File: src/rtl/maxpool2x2.sv
// 2x2 stride-2 max-pooling stage on a strobe-qualified raster pixel stream.
// Keeps half a row of horizontal pair maxima; one registered output per window.
`ifndef DW
`define DW 16
`endif

module maxpool2x2 #(
    parameter int FW = 8,
    parameter int FH = 8
) (
    input  logic                  i_clk,
    input  logic                  i_rst_n,
    input  logic                  i_en,
    input  logic signed [`DW-1:0] i_data,
    input  logic                  i_flush,
    output logic                  o_en,
    output logic signed [`DW-1:0] o_data,
    output logic                  o_frame_done
);

    localparam int CW = (FW > 2) ? $clog2(FW) : 1;
    localparam int RW = (FH > 2) ? $clog2(FH) : 1;
    localparam int LW = (FW > 2) ? $clog2(FW / 2) : 1;

    logic [CW-1:0]         col;
    logic [RW-1:0]         row;
    logic signed [`DW-1:0] pair_q;
    logic signed [`DW-1:0] lb [FW/2];

    logic [LW-1:0]         lb_idx;
    logic signed [`DW-1:0] lb_rd;
    logic signed [`DW-1:0] hmax;
    logic signed [`DW-1:0] vmax;
    logic                  last_col;
    logic                  last_row;

    // Window maxima: ties keep the earlier value, all compares are signed.
    always_comb begin
        lb_idx   = LW'(col >> 1);
        lb_rd    = lb[lb_idx];
        hmax     = (i_data > pair_q) ? i_data : pair_q;
        vmax     = (hmax > lb_rd) ? hmax : lb_rd;
        last_col = (col == CW'(FW - 1));
        last_row = (row == RW'(FH - 1));
    end

    // Position counters, pair register and registered pooled output.
    always_ff @(posedge i_clk or negedge i_rst_n) begin
        if (!i_rst_n) begin
            col          <= '0;
            row          <= '0;
            pair_q       <= '0;
            o_en         <= 1'b0;
            o_data       <= '0;
            o_frame_done <= 1'b0;
        end else if (i_flush) begin
            col          <= '0;
            row          <= '0;
            pair_q       <= '0;
            o_en         <= 1'b0;
            o_data       <= '0;
            o_frame_done <= 1'b0;
        end else begin
            o_en         <= 1'b0;
            o_data       <= '0;
            o_frame_done <= 1'b0;
            if (i_en) begin
                if (!col[0]) begin
                    pair_q <= i_data;
                end
                if (last_col) begin
                    col <= '0;
                    row <= last_row ? '0 : row + 1'b1;
                end else begin
                    col <= col + 1'b1;
                end
                if (row[0] && col[0]) begin
                    o_en         <= 1'b1;
                    o_data       <= vmax;
                    o_frame_done <= last_row && last_col;
                end
            end
        end
    end

    // Line buffer of even-row pair maxima; always rewritten before being read.
    always_ff @(posedge i_clk) begin
        if (i_en && !i_flush && col[0] && !row[0]) begin
            lb[lb_idx] <= hmax;
        end
    end

endmodule

File: config.mk
export PLATFORM = sky130hd
export DESIGN_NAME = maxpool2x2
export DESIGN_NICKNAME = d
export VERILOG_FILES = /design/src/rtl/maxpool2x2.sv
export SDC_FILE = /design/constraint.sdc
export NUM_CORES = 1
export LEC_CHECK = 0
export BUFFER_PORTS_ARGS = -buffer_cell sky130_fd_sc_hd__clkbuf_2
export CAP_MARGIN = 5
export CORE_AREA = 2 2 141 74
export CTS_BUF_LIST = sky130_fd_sc_hd__clkbuf_8
export DETAILED_ROUTE_END_ITERATION = 8
export DIE_AREA = 0 0 143 76
export PLACE_DENSITY = 0.83
export SLEW_MARGIN = 5
export SYNTH_ARGS = -nofsm -noshare
export SYNTH_HDL_FRONTEND = slang
export SYNTH_SLANG_ARGS = --single-unit
File: constraint.sdc
create_clock -name i_clk -period 11.3 [get_ports i_clk]
set_clock_uncertainty 0.05 [all_clocks]
set_input_delay 1.13 -clock i_clk [delete_from_list [all_inputs] [get_ports i_clk]]
set_output_delay 1.13 -clock i_clk [all_outputs]
set_load 0.02 [all_outputs]
==> impl_results.md <==
* Async SR Flop Fraction at 38.5%
* Final nets at 489
* Worst Hold Slack at 0.496 ns
* Worst Setup End Kind: flop
* R2r setup slk at 5.39 ns
* GPL Wtd Cong at 0.945
* DRT Wirelength at 11.5 mm
* Ant. Diodes at 0
* Worst-Skew Late Latency at 0.38 ns
* Synth area leader: edfxtp_1
* Distinct cell type count after synthesis at 44
* Max Cap Viol at 0
* Starting Density at 53.0%
* Time the worst path needs with I/O delays and setup at 6.34 ns
* Horiz. Die Dim at 143 um
* Post-synth net total at 455
* Fin Setup TNS at 0 ns
* DP Worst Slack at 4.61 ns
* Met1 GRT Util at 35.7%
* DR vias/cell at 5.80
* Worst Reg-to-Reg Cells at 17
* Synthesized area per cell at approximately 13 um2
* Status: finished, final reports clean
* Number of synthesized flops with an enable pin at 64
* Ports at 38
* Vias in the first global route at 3,341
* Tot Pwr at 781 uW
* Clk sinks at 104
* Leakage Power at between 0.002 and 0.0025 uW
* GR Layer Usage met2 at approximately a third
* VDD IR max at 0.0796 mV
* Setup WS post-layout at 4.96 ns
* Initial antenna violation count at 0
* Fin crit share at 56.1%
* Syn Std Cell Area at 5190 um2
* Total gr overflow at 0
* Register area share after synthesis at between 50% and 60%
* Pwr/cell area at 137 nW/um2
* Synthesis-stage register bit count at ~100
* Top cell type's share of synthesized area at 37.0%
* CTS H-tree lvls at 3
* CTS tree: done
* Post-Syn Instances at 400
* Slew Limit Fails at 0
* Clock slew at reported path FFs at 0.11 ns
* Setup violators final at 0
* Predominant post-synthesis flop cell: edfxtp_1
* Die height at between 70 and 80 um
* Met3 usage at 5.47%
* Worst hold path class: reg -> reg
* Core box area at 9790 um2
* CTS resizes at 0
* WHS Endpoint: row[2]$_DFFE_PN0P_
* RSZ-0062 raised after global routing: false
* Ratio of cells with drive above 1 in the final layout at 21.2%
* Placed cell area at 5510 um2
* CP arrival at about 6.5 ns
* Fmax at between 150 and 200 MHz
* Gr usage total at 22.8%
* Initial drt markers at 324
* Synth top area cells: edfxtp_1 37%, dfrtp_1 19%, ha_1 8.4%
* CP Max Fanout at 16
* Fin. Hold Viols at 0
* Hold Crit Depth at 2
* Reg-to-reg critical path endpoint: o_data[0]$_DFF_PN0_
* Fill count at 763
* GR peak layer: met1
* Worst Tran Pin Value at 1.20 ns
* Clock buffer depth at 2
* Sequential Area at 2920 um2
* Max_slew headroom at approximately 20%
* Final instance area at roughly 5700 um2
* Row count at 26
* Worst Setup Path Type: in -> reg
* Worst EP required at 11.47 ns
* Largest net degree at the start of global routing at 41
* Global-route wire length before repair at ~18 mm
* Yosys warns at 0
* Min-Delay Startpoint: row[2]$_DFFE_PN0P_
* Hold buffers post-CTS at 0
* PortBufs at 37
* Routed wire per std cell at 19.9 um
* Remaining DRCs at 0
* CTS Buf Count at 9
* Multi-input gate area at 2070 um2
* Setup bufs post-CTS at 0
* Dpl hpwl at 8.18 mm
* Layout area overhead at 9.86%
* Pre-Repair DR Iteration Count at 4
* Vias at 3,357
* Final ANT Viol Nets at 0
* Die area at 10,900 um2
* Root buffer cell: clkbuf_8
* Reg2reg start: pair_q[15]$_DFFE_PN0P_
* Setup crit start kind: primary input
==> placed cells by master, fill, tap and decap left out, drive strengths merged, types with 4 or more instances in the layout <==
cell	count
nand2b	4
a21oi	31
o21ai	5
nand3	9
edfxtp	64
mux4	16
nand4	20
o31ai	14
nor2	16
clkinv	4
nor3	4
inv	36
mux2	15
nand2	50
ha	35
dfrtp	40
clkbuf	46
==> metal layers <==
metal / up-vias / part of all wire, % / wire length (um)
li1: 1550 / - / -
met1: 1664 / 49 / 5680
met2: 125 / 42 / 4870
met3: 18 / 6.9 / 797
met4: 0 / 1.4 / 159
met5: - / 0 / 0
==> report_power, final <==
| group | total (uW) | switching (uW) | leakage [uW] | internal (uW) |
|---|---|---|---|---|
| clock network | 233 | 130 | 0.0000966 | 103 |
| logic | 128 | 86.2 | 0.00105 | 41.9 |
| registers | 419 | 4.06 | 0.00113 | 415 |
| total | 781 | 221 | 0.00228 | 560 |
==> synthesized netlist by cell type, types with 2 or more instances <==
| library cell | number |
|---|---|
| dfrtp_1 | 40 |
| mux2_2 | 5 |
| a21oi_1 | 31 |
| buf_1 | 2 |
| nand2b_1 | 4 |
| edfxtp_1 | 64 |
| a21o_1 | 3 |
| o31ai_1 | 5 |
| nand2_1 | 50 |
| mux4_2 | 16 |
| mux2i_1 | 2 |
| mux2_1 | 10 |
| nor2_1 | 16 |
| o31ai_4 | 9 |
| and3_1 | 2 |
| ha_1 | 35 |
| inv_1 | 34 |
| o21ai_1 | 4 |
| nor3_1 | 4 |
| nor4_1 | 2 |
| nand3_1 | 9 |
| clkbuf_1 | 12 |
| nand4_1 | 20 |
==> layout make-up <==
| type | count | share of cell area (%) |
|---|---|---|
| tap | 140 | 3.07 |
| clock inverter | 7 | 1.23 |
| timing repair buffer | 40 | 3.64 |
| clock buffer | 9 | 2.17 |
| inverter | 35 | 2.30 |
| multi-input combinational | 244 | 36.3 |
| sequential | 104 | 51.3 |
==> sequential cells by signal, indices dropped and copies added (netlist names) <==
signal,count
col,3
lb,64
o_data,16
o_en,1
o_frame_done,1
pair_q,16
row,3
==> worst max-delay path by stage <==
stage	from	to	slack, ns	depth (start not counted)
floorplan	i_data[15]	o_data[10]$_DFF_PN0_	5.97	19
global placement	i_data[15]	o_data[0]$_DFF_PN0_	4.94	17
detailed placement	i_data[15]	o_data[0]$_DFF_PN0_	4.61	17
CTS	i_data[15]	o_data[0]$_DFF_PN0_	5.01	17
global route	i_data[15]	o_data[0]$_DFF_PN0_	4.54	17
finish	i_data[15]	o_data[0]$_DFF_PN0_	4.96	17
==> critical path, cell delays in order <==
cell	delay (ns)
clkbuf_2	0.10
ha_1	0.35
nand4_1	0.19
nor4_2	0.36
o21ai_1	0.19
nand4_1	0.15
nand3_1	0.61
mux2_1	0.65
ha_1	0.35
nand4_1	0.17
nor4_1	0.32
a2111oi_2	0.10
o211ai_1	0.16
o221a_2	0.29
o31a_4	0.25
and2_1	0.96
o21ai_1	0.19
==> stage by stage <==
step | cells | util, %
6_report | 579 | 58.2
3_5_place_dp | 563 | 56.2
5_1_grt | 579 | 58.2
4_1_cts | 579 | 58.2
3_3_place_gp | 563 | 56.2
2_1_floorplan | 400 | -
==> cells by family (layout without fill, tap and decap cells) <==
logic type,Yosys count,after routing,synth area share (%)
flip-flops,104,104,56.3
multiplexers,33,33,10.6
AO/OA/AOI/OAI,63,63,10.2
AND/OR/NAND/NOR,113,113,10.4
adder cells (fa/ha/maj),35,35,8.44
buffers and inverters,52,91,4.00
(Power assumes the default switching activity.)
